**src/rtl/game_sequencer_if.sv**
```systemverilog
// game_sequencer_if: button/finish inputs and scene/strobe outputs of the game sequencer.
interface game_sequencer_if;
    logic red_button, blue_button, yellow_button, finish;
    logic [2:0] state;
    logic [1:0] song_sel, countdown;
    logic play_en, load_start, clr_score;
    modport master (
        output red_button, blue_button, yellow_button, finish,
        input state, song_sel, countdown, play_en, load_start, clr_score
    );
    modport slave (
        input red_button, blue_button, yellow_button, finish,
        output state, song_sel, countdown, play_en, load_start, clr_score
    );
endinterface

```
**src/rtl/game_sequencer.sv**
```systemverilog
// game_sequencer: session flow controller (menu, countdown, play, pause, result) for the rhythm game.
module game_sequencer #(
    parameter int NUM_SONGS = 3,
    parameter int TICKS_PER_SEC = 1000,
    parameter int COUNT_SEC = 3,
    parameter int RESULT_TICKS = 5000
) (
    input logic clk,
    input logic rst,
    game_sequencer_if.slave io
);
    localparam int MX = TICKS_PER_SEC > RESULT_TICKS ? TICKS_PER_SEC : RESULT_TICKS;
    localparam int W = MX > 2 ? $clog2(MX) : 1;
    localparam logic [W-1:0] TICK_LAST = W'(TICKS_PER_SEC - 1);
    localparam logic [W-1:0] RES_LAST = W'(RESULT_TICKS - 1);
    localparam logic [1:0] SONG_LAST = 2'(NUM_SONGS - 1);
    localparam logic [1:0] CD_INIT = 2'(COUNT_SEC);
    typedef enum logic [2:0] {MENU = 3'd0, COUNTDOWN = 3'd1, PLAY = 3'd2, PAUSE = 3'd3, RESULT = 3'd4} state_t;
    state_t state;
    logic [W-1:0] cnt;
    logic [1:0] song_sel, countdown;
    logic play_en, load_start, clr_score;
    logic [2:0] btn, prev, armed, press;
    assign btn = {io.yellow_button, io.blue_button, io.red_button};
    // a button must be seen released after reset before it can register a press
    assign press = btn & ~prev & armed;
    assign io.state = state;
    assign io.song_sel = song_sel;
    assign io.countdown = countdown;
    assign io.play_en = play_en;
    assign io.load_start = load_start;
    assign io.clr_score = clr_score;
    always_ff @(posedge clk) begin
        if (!rst) begin
            state <= MENU;
            cnt <= '0;
            song_sel <= 2'd0;
            countdown <= 2'd0;
            play_en <= 1'b0;
            load_start <= 1'b0;
            clr_score <= 1'b0;
            prev <= 3'd0;
            armed <= 3'd0;
        end else begin
            prev <= btn;
            armed <= armed | ~btn;
            load_start <= 1'b0;
            clr_score <= 1'b0;
            play_en <= 1'b0;
            case (state)
                MENU:
                    if (press[2]) begin
                        state <= COUNTDOWN;
                        clr_score <= 1'b1;
                        countdown <= CD_INIT;
                        cnt <= '0;
                    end else if (press[0] && !press[1])
                        song_sel <= song_sel == 2'd0 ? SONG_LAST : song_sel - 2'd1;
                    else if (press[1] && !press[0])
                        song_sel <= song_sel == SONG_LAST ? 2'd0 : song_sel + 2'd1;
                COUNTDOWN:
                    if (press[2]) begin
                        state <= MENU;
                        countdown <= 2'd0;
                    end else if (cnt == TICK_LAST) begin
                        cnt <= '0;
                        countdown <= countdown - 2'd1;
                        if (countdown == 2'd1) begin
                            state <= PLAY;
                            load_start <= 1'b1;
                        end
                    end else
                        cnt <= cnt + 1'b1;
                PLAY:
                    if (io.finish) begin
                        state <= RESULT;
                        cnt <= '0;
                    end else if (press[2])
                        state <= PAUSE;
                    else
                        play_en <= 1'b1;
                PAUSE:
                    if (press[2])
                        state <= PLAY;
                    else if (press[0])
                        state <= MENU;
                RESULT:
                    if (press[2] || cnt == RES_LAST)
                        state <= MENU;
                    else
                        cnt <= cnt + 1'b1;
                default: begin
                    state <= MENU;
                    cnt <= '0;
                    song_sel <= 2'd0;
                    countdown <= 2'd0;
                end
            endcase
        end
    end
endmodule

```
**src/flat_wrapper.sv**
```systemverilog
// flat-port wrapper written by rule: the top's interface ports become plain ports
module game_sequencer_flat 
#(
    parameter int NUM_SONGS = 3,
    parameter int TICKS_PER_SEC = 1000,
    parameter int COUNT_SEC = 3,
    parameter int RESULT_TICKS = 5000
)
  (clk, rst, io_red_button, io_blue_button, io_yellow_button, io_finish, io_state, io_song_sel, io_countdown, io_play_en, io_load_start, io_clr_score);
  game_sequencer_if io_i ();
  input logic clk;
  input logic rst;
  input wire logic [$bits(io_i.red_button)-1:0] io_red_button;
  input wire logic [$bits(io_i.blue_button)-1:0] io_blue_button;
  input wire logic [$bits(io_i.yellow_button)-1:0] io_yellow_button;
  input wire logic [$bits(io_i.finish)-1:0] io_finish;
  output wire logic [$bits(io_i.state)-1:0] io_state;
  output wire logic [$bits(io_i.song_sel)-1:0] io_song_sel;
  output wire logic [$bits(io_i.countdown)-1:0] io_countdown;
  output wire logic [$bits(io_i.play_en)-1:0] io_play_en;
  output wire logic [$bits(io_i.load_start)-1:0] io_load_start;
  output wire logic [$bits(io_i.clr_score)-1:0] io_clr_score;
  assign io_i.red_button = io_red_button;
  assign io_i.blue_button = io_blue_button;
  assign io_i.yellow_button = io_yellow_button;
  assign io_i.finish = io_finish;
  assign io_state = io_i.state;
  assign io_song_sel = io_i.song_sel;
  assign io_countdown = io_i.countdown;
  assign io_play_en = io_i.play_en;
  assign io_load_start = io_i.load_start;
  assign io_clr_score = io_i.clr_score;
  game_sequencer #(.NUM_SONGS(NUM_SONGS), .TICKS_PER_SEC(TICKS_PER_SEC), .COUNT_SEC(COUNT_SEC), .RESULT_TICKS(RESULT_TICKS)) u_core (.clk(clk), .rst(rst), .io(io_i));
endmodule
```
**config.mk**
```make
export PLATFORM = sky130hd
export DESIGN_NAME = game_sequencer_flat
export DESIGN_NICKNAME = d
export VERILOG_FILES = /design/src/rtl/game_sequencer_if.sv /design/src/rtl/game_sequencer.sv /design/src/flat_wrapper.sv
export SDC_FILE = /design/constraint.sdc
export NUM_CORES = 1
export LEC_CHECK = 0
export CELL_PAD_IN_SITES_DETAIL_PLACEMENT = 1
export CELL_PAD_IN_SITES_GLOBAL_PLACEMENT = 1
export CORE_MARGIN = 2
export CORE_UTILIZATION = 40
export DETAILED_ROUTE_END_ITERATION = 6
export PLACE_DENSITY_LB_ADDON = 0.05
export SLEW_MARGIN = 20
export SYNTH_ARGS = -nofsm -noshare
export SYNTH_HDL_FRONTEND = slang
export SYNTH_SLANG_ARGS = --single-unit
```
**constraint.sdc**
```tcl
create_clock -name clk -period 4.3 [get_ports clk]
set_clock_uncertainty 0.1 [all_clocks]
set_input_delay 0.645 -clock clk [delete_from_list [all_inputs] [get_ports clk]]
set_output_delay 0.645 -clock clk [all_outputs]
set_load 0.03 [all_outputs]
```
# Yosys cells after proc, flatten, opt, wreduce, memory -nomap -nowiden
# Index checks and enable logic that the tools add are counted.
[totals]
output_inout_bits = 10
input_bits = 6
regBits = 29
elab_cells = 89
[classes]
n_addsub = 4
n_eq_ne = 19
bitwise_logic = 12
n_reduce_logical = 16
n_mux = 29
[ops]
columns = ["op", "count"]
rows = [
  ["$mux W13", 5],
  ["$pmux W13 S5", 1],
  ["$mux W3", 9],
  ["$mux W2", 8],
  ["$pmux W3 S5", 1],
  ["$add A13 B1 Y13 const B", 1],
  ["$eq A13 B10 Y1 const B", 1],
  ["$eq A13 B13 Y1 const B", 1],
  ["$ne A3 B1 Y1 const B", 4],
  ["$ne A2 B2 Y1 const B", 4],
  ["$reduce_or A4 Y1", 2],
  ["$not A1 Y1", 7],
  ["$and A3 B3 Y3", 2],
  ["$eq A3 B2 Y1 const B", 2],
  ["$not A3 Y3", 2],
  ["$pmux W2 S3", 1],
  ["$reduce_and A3 Y1", 2],
  ["$reduce_and A6 Y1", 1],
  ["$reduce_or A3 Y1", 2],
  ["$reduce_and A5 Y1", 1],
  ["$ne A2 B1 Y1 const B", 2],
  ["$pmux W2 S2", 1],
  ["$sub A2 B1 Y2 const B", 2],
  ["$eq A3 B1 Y1 const B", 1],
  ["13 further kinds", 17],
]

# Depth between registers and ports, before layout
# Gate-level depths: netlist of run 1.
[logic_depth]
depth_word = 9
depth_mapped = 7
ltp_nobuf = 7

# Worst setup path after synthesis of run 1
# Ideal clock, no wire load.
[synth_timing]
kind = "flip-flop to flip-flop"
from = "reg u_core.cnt[0]"
to = "reg u_core.cnt[3]"
t_required_ns = 4.108
setup_time_ns = 0.092
path_slack_ns = 2.472
arrival_ns = 1.636
path_stages_with_launch = 7
synth_period_minus_slack_ns = 1.828
n_path_buf = 0
cell_sequence = "dfxtp_1 > ha_1 > and4b_4 > and4_4 > o31ai_4 > nand3_4 > o32ai_1"
[synth_via]
elab_chain_cells = 4
[synth_lines]
columns = ["item", "line_no", "text"]
rows = [
  ["from (decl)", "game_sequencer.sv:20", "logic [W-1:0] cnt;"],
  ["from (signal assigned)", "game_sequencer.sv:73", "cnt <= cnt + 1'b1;"],
  ["from (signal assigned)", "game_sequencer.sv:91", "cnt <= cnt + 1'b1;"],
  ["$add A13 B1 Y13, or another cell as far along", "game_sequencer.sv:73, game_sequencer.sv:91", ""],
  ["$mux W13 / $logic_or A1 B1 Y1 (equally long branches)", "game_sequencer.sv:65, game_sequencer.sv:88", ""],
  ["$mux W13 / $ne A2 B2 Y1 (equally long branches)", "--", ""],
  ["$pmux W13 S5 / $reduce_and A5 Y1 (equally long branches)", "--", ""],
]
# Several ways; a longest one is shown, not always the timed one. The select of a mux whose other input is x is not followed.
# A chain may end at the register's enable or synchronous reset.

# Final worst setup path of run 1
[layout_timing]
from = "reg u_core.cnt[0]"
to = "reg u_core.cnt[8]"
# The elaborated chain is that of the path after synthesis.

==> results of run 1 <==
## metal layers
layer | vias to the layer above | GRT usage [%] | routed length [µm]
li1 | 776 | - | -
met1 | 788 | 23.41 | 1958
met2 | 28 | 40.02 | 2387
met3 | 9 | 6.006 | 151
met4 | 0 | 6.618 | 80
met5 | - | 0 | 0
## registers in the layout, indices dropped and copies added (netlist names)
name,flops
u_core.io.song_sel,2
u_core.armed,3
u_core.io.state,3
u_core.io.clr_score,1
u_core.io.countdown,2
u_core.prev,3
u_core.cnt,13
u_core.io.load_start,1
u_core.io.play_en,1
## synth_stat cells, types with 2 or more instances
cell	number	share of area, %
dfxtp_1	29	34
nand2_1	28	6.2
a211oi_1	9	4.0
a21oi_1	9	2.7
inv_1	9	2.0
nand2b_1	7	2.6
nor2_1	7	1.6
nor3_1	7	2.1
o22ai_1	7	2.6
nand3_1	6	1.8
or3_1	6	2.2
and2_1	5	1.9
ha_1	5	3.7
nand4_1	5	1.9
o211ai_1	5	2.2
clkbuf_1	4	0.89
nand3b_1	4	1.8
nand4b_1	4	2.1
o32ai_1	4	2.1
and3b_1	3	1.6
buf_2	3	0.89
o21ai_0	3	0.89
or2_2	3	1.1
a311oi_1	2	1.0
a31oi_1	2	0.74
buf_6	2	1.3
o211a_1	2	1.2
## worst reg2reg max path, delay by kind of cell (launching register included)
family,cells,cell delay (ns)
simple gates,3,0.67
flops,1,0.35
fa+ha+maj,1,0.26
compound gates,2,0.93
## layout make-up
| class | instances | share of cell area, % |
|---|---|---|
| inverter | 9 | 1.735 |
| clock buffer | 6 | 3.728 |
| tap | 50 | 3.213 |
| multi-input combinational | 154 | 52.51 |
| sequential | 29 | 29.82 |
| clock inverter | 2 | 0.5141 |
| timing repair buffer | 17 | 8.483 |
## logic make-up (layout without fill, tap and decap cells)
logic type | after synthesis | in the layout | share of synthesized area [%]
AND/OR/NAND/NOR | 97 | 97 | 34.00
multiplexers | 2 | 2 | 1.259
XOR/XNOR | 1 | 1 | 0.5186
flip-flops | 29 | 29 | 34.37
AO/OA/AOI/OAI | 49 | 49 | 21.04
adder cells (fa/ha/maj) | 5 | 5 | 3.704
buffers and inverters | 18 | 34 | 5.110
## worst max-delay path by stage
stage / to / slack [ns] / depth (start not counted)
floorplan: u_core.cnt[3]$_SDFFE_PN0P_ / 2.47 / 6
global placement: u_core.cnt[4]$_SDFFE_PN0P_ / 1.75 / 5
detailed placement: u_core.cnt[4]$_SDFFE_PN0P_ / 1.69 / 5
CTS: u_core.cnt[8]$_SDFFE_PN0P_ / 1.89 / 6
global route: u_core.cnt[3]$_SDFFE_PN0P_ / 1.77 / 6
finish: u_core.cnt[8]$_SDFFE_PN0P_ / 1.89 / 6
## where the power goes
| part | switching, mW | internal [mW] | leakage [nW] |
|---|---|---|---|
| Clock | 0.107 | 0.112 | 0.0450 |
| Combinational | 0.0329 | 0.0244 | 0.374 |
| Sequential | 0.00432 | 0.274 | 0.236 |
## metrics by stage
| stage | hold slack (ns) | instance area (µm²) | util [%] | setup slack (ns) |
|---|---|---|---|---|
| final | 0.3564 | 1947 | 48.32 | 1.890 |
| after floorplan | 0.3301 | 1689 | - | 2.472 |
| after CTS | 0.3591 | 1947 | 48.32 | 1.886 |
| after global routing | 0.3850 | 1947 | 48.32 | 1.771 |
| after global placement | 0.3374 | 1864 | 46.27 | 1.754 |
| after detailed placement | 0.3490 | 1864 | 46.27 | 1.691 |
## layout by cell type (no fill, tap or decap), drive strengths merged, types with 2 or more instances in the layout
cell type,count
a211oi,9
a21oi,10
a311oi,2
a31oi,2
and2,5
and3b,3
buf,2
clkbuf,6
clkdlybuf4s50,15
clkinv,2
dfxtp,29
ha,5
inv,9
nand2,28
nand2b,7
nand3,8
nand3b,4
nand4,5
nand4b,4
nor2,7
nor3,7
nor4b,2
o211a,2
o211ai,5
o21ai,3
o22ai,7
o31ai,2
o32ai,4
or2,3
or3,7
==> run summary, run 1 <==
The tree is rooted in a clkbuf_8. The wire length per cell came out at 17.14 µm. The critical path goes through ha_1 -> and4b_4 -> and4_4 -> o31ai_4 -> nand3_4 -> o32ai_1. The tools report the buffers inserted during post-CTS setup optimization as 0. The run gives 1022 µm² as the multi-input logic area.

At the later pin of the worst-skew pair, clock insertion delay measures 0.29 ns. In this run the horizontal extent of the chip is 68.99 µm. In this run the most critical hold path is launched from u_core.armed[1]$_SDFF_PN0_. The total overflow left after global routing is 0.

On the critical path, the stage with the largest delay is an instance of o31ai_4. In this run the register-to-register setup slack is 1.89 ns. The number of enable flip-flop cells after synthesis was 0. In the synthesized netlist the dominant register cell turns out to be dfxtp_1.

Clock tree synthesis found a total of 29 sinks. For hold timing, the worst endpoint is u_core.armed[1]$_SDFF_PN0_. Counting every net in the synthesized netlist gives 212.

Global routing consumed, over all layers together, 21.50% of the routing resources. The analysis attributes to cell leakage a power of 0.6548 nW. Setup repair after global routing left no endpoint under its margin.

The number of buffers added on ports came out at 15. The time the worst path needs with I/O delays and setup was 2.410 ns; the share of layout cells above drive strength 1 was 10.14%. The register cell area after layout is 580.6 µm².

Setup violations remaining at the end of the flow were counted as 0. Summing every instance area after synthesis gives 1689 µm². The tools report the number of buffers created by CTS as 5.

The detailed router finished its first iteration with 86 violations. Summed over all nets, the half-perimeter wirelength after detailed placement is 3166 µm. The detailed-route wire length came out at 4577 µm. Adding up every negative setup slack in the final design gives 0 ns. At the pin with the least slew margin, the transition time is 0.7212 ns.

During I/O placement, the number of pins put on the boundary was 16. The logs give 4759 µm² for the die area and 2.50 ns for the arrival time reported for the critical path endpoint. For the post-route DRC violation count, the log shows 0. The floorplan step set the die height to 68.99 µm.

The initial utilization of the core area, before any placement, comes to 41.93%. The total power per unit cell area was 285.1 nW/µm². The setup path with the least slack is of type flop to flop. Post-CTS repair changed the size of 0 cells.

For the number of antenna violations at the first check in global routing, the log shows 0. The run finished with clean final reports. The startpoint type of the worst setup path is a flop. The tools report the largest voltage drop on the vdd net as 187.3 µV. STA classifies the critical path endpoint as a flop. For this run, the detailed router's first-pass iteration total came to 4. Clock-pin slew was measured on the worst setup and hold paths at 0.06 ns.

For the core footprint, the log shows 4029 µm². In this run the critical register-to-register path is captured at u_core.cnt[8]$_SDFFE_PN0P_. The number of cells on the worst reg-to-reg path is 6, and the sequential fraction of the synthesis area is 34.37%. In this run the tightest slew margin relative to its limit is 51.92%.

The largest fanout of any net on the critical path came out at 15. The net total in the final layout came out at 227. The finished layout holds 267 standard cells, fillers aside. The buffer and inverter count on the worst path was 0; the number of global-route vias before repair was 1626. The via count was 1601; the depth of the CTS H-tree was 2. The initialized floorplan defines 23 standard-cell rows. The first global-routing pass estimated 7417 µm of wire.

In this run, post-CTS hold repair placed 0 buffers. The maximum number of pins on one net before global-route repair was 26. The share of synthesized flip-flops with an asynchronous set or reset works out to 0%. For the achievable clock frequency, the log shows 0.4150 GHz. The critical path's top delay family is compound AO/OA/AOI/OAI gates. The number of antenna diodes in the final layout is 0. Dividing the synthesized area by the synthesized cell count gives 8.404 µm². After detailed placement, the design holds a cell count of 259.

TritonCTS built the clock tree. The register bit total from synthesis was 29. The total chip power came out at 555.0 µW. The area added between synthesis and finish came out at 15.26%.

The largest single stage delay on the critical path is 0.59 ns. For the max-slew violation count, the log shows 0. The worst hold path was traced through 2 stages. The critical path starts at u_core.cnt[0]$_SDFFE_PN0P_. The final antenna-violating net count is 0, and the number of filler instances in the final layout is 499. No sink is reached through more buffers than the 2 on the longest clock path. The tools report the synthesized instance count as 201. At the worst endpoint, the required time is 4.39 ns. The startpoint identified for the worst register-to-register timing path is u_core.cnt[0]$_SDFFE_PN0P_. Path category of the worst min-delay check: flop to flop. During synthesis, Yosys emitted a total of 0 warnings.

The tool flagged a number of max-cap violations equal to 0. The number of hold violations in the final report was 0; the count of cell types in the netlist was 48. The run gives 0.7941 as the global placer's final weighted congestion. Dividing the detail-routed via count by the number of cells gives 5.996. The share of the clock period used by the worst path was 56.04%.
Note: power is estimated with default switching activity, not from simulation.
==> inputs of run 2 (changes only) <==
Settings changed: CORE_UTILIZATION 40 to 38.
Clock period 4.3 ns to 2.17 ns, I/O delays scaled along.
==> run summary, run 2 (same netlist as run 1, synthesis figures left out) <==
The flow ran to the end, and the final reports show no timing, DRC or antenna violations. Number of buffers created by CTS: 5. The switching power as a share of total power was 22.62%; the internal power component was 970.8 µW.

The count of nets left with antenna violations once routing finished came out at 0. The worst register-to-register path has a setup slack of 0.13 ns. Along the worst path, the maximum fanout reaches 12. Max-cap violations in this run came to 0.

Summed over all layers, the global routing overflow is 0. The overall die height came out at 70.67 µm. The post-placement cell area is 1932 µm², and the die area is 4994 µm².

For this run, the post-layout net count is 234. In this run the most critical hold path is launched from u_core.armed[1]$_SDFF_PN0_. Clock tree root buffer cell: clkbuf_8. For the pin with the worst max-slew slack, the measured transition is 0.4614 ns. The clock latency on the worst-skew pair is 0.29 ns, and the number of buffers added on ports is 15. The worst hold path terminates at u_core.armed[1]$_SDFF_PN0_. Once detailed placement completed, the half-perimeter wirelength came to 3554 µm. The final count of negative-setup-slack endpoints came out at 0. In this run, the clock network consumes 46.2% of the power. The min-delay analysis places its worst path in the category flop to flop. The run gives 0 as the quantity of hold-fixing buffers added after cts.

The switching component of the power is 283.9 µW. For the number of global-route vias before repair, the log shows 1780. Detailed routing inserted a total of 1620 vias. Register bank with the most flops: u_core.cnt.

The clock transition at the registers of the reported paths came out at 0.06 ns. The critical path's top delay family is buffers and inverters. The register with the most flip-flops in the layout has 13 of them. At the worst endpoint, the required time is 1.74 ns.

Entering global routing, the biggest net connects 25 pins. The first TritonRoute pass finished after 4 iterations. After floorplanning, the core was sized to cover 4324 µm². Count of instances resized after the clock tree is built: 0.

The buffers inserted during post-CTS setup optimization is 0, and the overall global routing resource usage is 21.15%. In the finished design, the share of the clock period the worst path needs comes to 96.02%. The routed design has 4828 µm of wire. For this design, the slowest cell found on the critical path is clkdlybuf4s50_1. In the final routed layout, each cell accounts on average for 17.49 µm. No sink is reached through more buffers than the 2 on the longest clock path. Counting tap cells, the placed design contains a total of 268 instances. Once layout is done, the placed cells without fillers occupy 2052 µm².

The tools report the starting utilization of the core area as 39.06%. After detailed routing, the number of remaining DRC violations is 0. The number of hold violations in the final report is 0.

The analysis attributes to cell leakage a power of 0.7023 nW. The logs give 8411 µm for the wire length of the first global-routing pass and 0.8655 for the global placer's final weighted congestion. The type of the worst setup path was flop to output pin.

IR analysis of the VDD net gives a maximum drop of 365.3 µV. For the worst setup path, the data arrival time is 1.66 ns. The achievable clock frequency was 0.4799 GHz. The die width was 70.67 µm. The clock net sink count was 29; the average vias per placed instance was 5.870.

Counting cells, the worst reg-to-reg path comes to 5. Of the total power, registers draw 44.0%. The tools report the max-slew violation count as 0. The worst setup path is captured at an output pin. The critical path goes through clkdlybuf4s50_1.

After the first detailed-routing iteration, the DRC count stood at 59. The library cells used most frequently in the layout, excluding fill and tap cells, are 28 x nand2_1, 28 x dfxtp_1, 15 x clkdlybuf4s50_1. Counting instances, the worst hold path has a depth of 2. The post-route netlist has 13.84% of its cells at a drive strength greater than 1.

Number of antenna violations at the first check in global routing: 0. The beginning of the worst register-to-register path was u_core.cnt[0]$_SDFFE_PN0P_. Setup repair after global routing left no endpoint under its margin. On the worst path, the slowest cell contributes a delay of 0.77 ns. The worst path in the final design needs a cycle of 2.084 ns, including I/O delays and setup. The end of the worst register-to-register path was u_core.cnt[10]$_SDFFE_PN0P_. The tools report the number of diodes added for antenna fixing as 0. The worst setup path is launched from a flop. Tracing the worst setup path back leads to its startpoint at u_core.io.state[2]$_SDFFE_PN0P_. Of the total power, combinational logic draws 9.8%. From synthesis to final layout, the design area changed by 21.48%. The tools report the boundary pin count as 16. The floorplan has 24 rows. For this design the ratio of total power to cell area is 611.4 nW/µm². The non-filler instance count after layout was 276; the headroom to the max-slew limit was 69.20%.

The buffer and inverter count on the worst path was 1; the depth of the CTS H-tree was 2. TritonCTS built the clock tree.
run 2: cell types whose count changed in the layout (fill, tap and decap cells not counted), sizes merged:
cell    delta
buf        +7
bufinv     +1
clkbuf     +1
clkinv     -2
run 2: power by group through the flow:
stage	Combinational (mW)	Clock, mW	Sequential, mW
3_3_place_gp	0.116	0	0.563
5_1_grt	0.137	0.615	0.553
4_1_cts	0.124	0.599	0.552
6_report	0.123	0.579	0.552
3_5_place_dp	0.123	0	0.564
2_1_floorplan	0.0672	0	0.570
run 2: layout make-up:
cell class	instances	area [µm²]
sequential	29	581.8
multi-input combinational	154	1025
fill	530	2272
tap	52	65.06
timing repair buffer	24	230.2
clock inverter	1	30.03
clock buffer	7	86.33
inverter	9	33.78
run 2: worst max path at each step:
stage | endpoint | slack, ns | cells after the start
6_report | io_state[2] | 0.09 | 1
4_1_cts | io_state[2] | 0.09 | 1
2_1_floorplan | u_core.cnt[3]$_SDFFE_PN0P_ | 0.34 | 6
3_5_place_dp | u_core.cnt[9]$_SDFFE_PN0P_ | -0.01 | 6
3_3_place_gp | u_core.cnt[6]$_SDFFE_PN0P_ | 0.12 | 6
5_1_grt | u_core.cnt[2]$_SDFFE_PN0P_ | 0.008 | 7
run 2: per-stage QoR:
step | power, mW | util [%] | setup TNS (ns) | hold slack, ns | worst slack, ns
2_1_floorplan | 0.6369 | - | 0 | 0.3173 | 0.3422
3_3_place_gp | 0.6789 | 44.68 | 0 | 0.3367 | 0.1226
3_5_place_dp | 0.6870 | 44.68 | -0.01074 | 0.3648 | -0.01074
4_1_cts | 1.275 | 47.37 | 0 | 0.3758 | 0.08725
5_1_grt | 1.306 | 47.45 | 0 | 0.4124 | 0.008278
6_report | 1.255 | 47.45 | 0 | 0.3750 | 0.08627
run 2: per-layer routing:
metal	up-vias	GRT usage (%)	routed length, µm
li1	790	-	-
met1	806	23.00	2067
met2	18	39.41	2581
met3	6	5.698	141
met4	0	7.338	37
met5	-	0	0
==> inputs of run 3 (changes only) <==
Settings changed: CORE_ASPECT_RATIO set to 0.8, PLACE_DENSITY set to 0.8, PLACE_DENSITY_LB_ADDON 0.05 to unset.
==> run summary, run 3 (same netlist as run 1, synthesis figures left out) <==
The run finished with clean final reports. Portion of total power attributed to sequential cells: 49.6%. The tools report the arrival time reported for the critical path endpoint as 1.65 ns. The buffer and inverter count on the worst path works out to 1. In this run the deepest clock path goes through 2 buffers. The maximum number of pins on one net before global-route repair is 25. The via count was 1566. STA classifies the critical path endpoint as an output pin. The die width came out at 78.54 µm. The kind of cell with the highest combined delay along the critical path is buffers and inverters.

STA puts the critical path data required time at 1.74 ns. Gates resized during post-CTS repair numbered 0. At the end of routability-driven placement, the weighted congestion stood at 0.8476. The post-route DRC violation count was 0; the post-layout instance area was 2012 µm². Once the floorplan was initialized, standard cells occupied 39.93% of the core.

The final critical path takes up 95.84% of the cycle. Number of buffers created by CTS: 5. The number of antenna violations at the first check in global routing is 0. Leaving out fill and tap cells, the most frequent cell in the layout is dfxtp_1. Number of hold violations in the final report: 0. Setup violations remaining at the end of the flow were counted as 0. The tools report the clock net sink count as 29.

The clock tree root buffer cell was clkbuf_8. The register with the most flip-flops in the final layout is u_core.cnt. The overall die height was 63.63 µm. In this design, the stage delay of the slowest critical-path cell is 0.77 ns. In the final layout, flip-flops and latches occupy 580.6 µm².

After the last flow step, the layout net total stands at 234. The number of global-route vias before repair was 1519. The logs give 4998 µm² for the die area and 0 for the max-capacitance violation count. The total overflow left after global routing is 0. For the clock latency on the worst-skew pair, the log shows 0.28 ns. The tools report the switching component of the power as 265.9 µW. In this run, the clock network consumes 39.8% of the power. For the core footprint, the log shows 4230 µm². For the achievable clock frequency, the log shows 0.4808 GHz. TritonCTS built the clock tree. The wire length per cell came out at 15.71 µm.

The number of buffers added on ports is 15, and the final antenna-violating net count is 0. After layout, the design draws a total of 1.113 mW. In the global route stage, overall resource usage came out at 19.13%. The floorplan has 21 rows.

The total power per unit cell area is 553.0 nW/µm², and the switching power as a share of total power is 23.89%. After detailed routing, the number of vias per cell comes to 5.593. The signal on the critical path passes through clkdlybuf4s50_1.

CTS built an H-tree with a depth of 2. In the layout the commonest cells are 29 x dfxtp_1, 28 x nand2_1, 15 x clkdlybuf4s50_1. The time the worst path needs with I/O delays and setup works out to 2.080 ns. Counting the fill cells in the layout gives 514.

After legalization and detailed placement, the total HPWL measured 3245 µm. The number of diodes added for antenna fixing was 0. The buffers inserted during post-CTS setup optimization was 0; the max-slew violation count was 0. In this run the static leakage power is 0.6905 nW. The critical-path cell with the highest stage delay is clkdlybuf4s50_1. Of all nets on the critical path, the largest fanout is 15.

The type of the worst setup path was flop to output pin. The tools report the post-route setup TNS as 0 ns. The register with the most flip-flops in the layout has 13 of them.

The tools report the final design utilization as 47.56%. The logs give 0 for the quantity of hold-fixing buffers added after cts and 4400 µm for the detailed-route wire length. The tightest min-delay check is of the flop to flop type. The multi-input combinational cells in the finished layout cover a total of 1022 µm².

Summing all placed instances gives a cell area of 1926 µm². In this run the count of I/O pins placed on the die edge is 16. The first global-routing pass estimated 7389 µm of wire. The startpoint type of the worst setup path is a flop. The number of iterations in the first detailed-routing pass is 4, and the clock transition at the registers of the reported paths is 0.06 ns. For this block, the initial DRC count from the detailed router was 46. Headroom to the max-slew limit came out at 68.61%.

Cells with a size suffix above 1 make up 12.56% of the layout. Compared with the post-synthesis result, the final layout area differs by 19.11%. VDD sags by at most 366.5 µV. For the pin with the worst max-slew slack, the measured transition is 0.4701 ns. The internal portion of the total power is 846.8 µW. Setup repair after global routing left no endpoint under its margin.

Combinational cells account for 10.6% of the total power.
[run 3: path summary, 6_finish.rpt]
| check | depth (start not counted) | startpoint | slack (ns) | end |
|---|---|---|---|---|
| setup / recovery | 1 | u_core.io.state[1]$_SDFFE_PN0P_ | 0.09 | io_state[1] |
| hold / removal | 2 | u_core.armed[1]$_SDFF_PN0_ | 0.36 | u_core.armed[1]$_SDFF_PN0_ |
| setup reg to reg | 6 | u_core.cnt[0]$_SDFFE_PN0P_ | 0.13 | u_core.cnt[12]$_SDFFE_PN0P_ |
| hold reg to reg | 2 | u_core.armed[1]$_SDFF_PN0_ | 0.36 | u_core.armed[1]$_SDFF_PN0_ |
[run 3: metrics by stage]
stage / hold WS [ns] / std cells / worst slack [ns]
final: 0.3558 / 280 / 0.09021
after global routing: 0.3866 / 280 / 0.01312
after CTS: 0.3576 / 280 / 0.09290
after detailed placement: 0.3481 / 273 / 0.01130
after global placement: 0.3405 / 273 / 0.07847
after floorplan: 0.3173 / 201 / 0.3422
[run 3: worst reg2reg max path: stages, from the launching register on]
cell and delay, ns:
dfxtp_1 0.41, ha_1 0.24, nand3_2 0.13, or4_1 0.62, nor3_1 0.18, nand4_1 0.11
a31oi_1 0.18
[run 3: layer usage]
layer  vias to the layer above  GRT usage, %  wire length, µm  share of wire [%]
met4                         0         3.947               24               0.55
met2                        23         27.78             1872                 43
met3                         2         6.590              149                3.4
li1                        789             -                -                  -
met1                       752         27.28             2353                 53
met5                         -             0                0                  0
[run 3: cell type report]
| cell class | instances | share of cell area, % |
|---|---|---|
| multi-input combinational | 154 | 50.81 |
| timing repair buffer | 24 | 10.82 |
| sequential | 29 | 28.86 |
| inverter | 9 | 1.679 |
| tap | 57 | 3.545 |
| clock buffer | 7 | 4.291 |
[run 3: power groups by stage]
stage	Clock [mW]	Sequential [mW]	Combinational (mW)
3_3_place_gp	0	0.563	0.116
2_1_floorplan	0	0.570	0.0672
3_5_place_dp	0	0.564	0.118
4_1_cts	0.458	0.552	0.118
5_1_grt	0.489	0.553	0.130
6_report	0.443	0.552	0.118
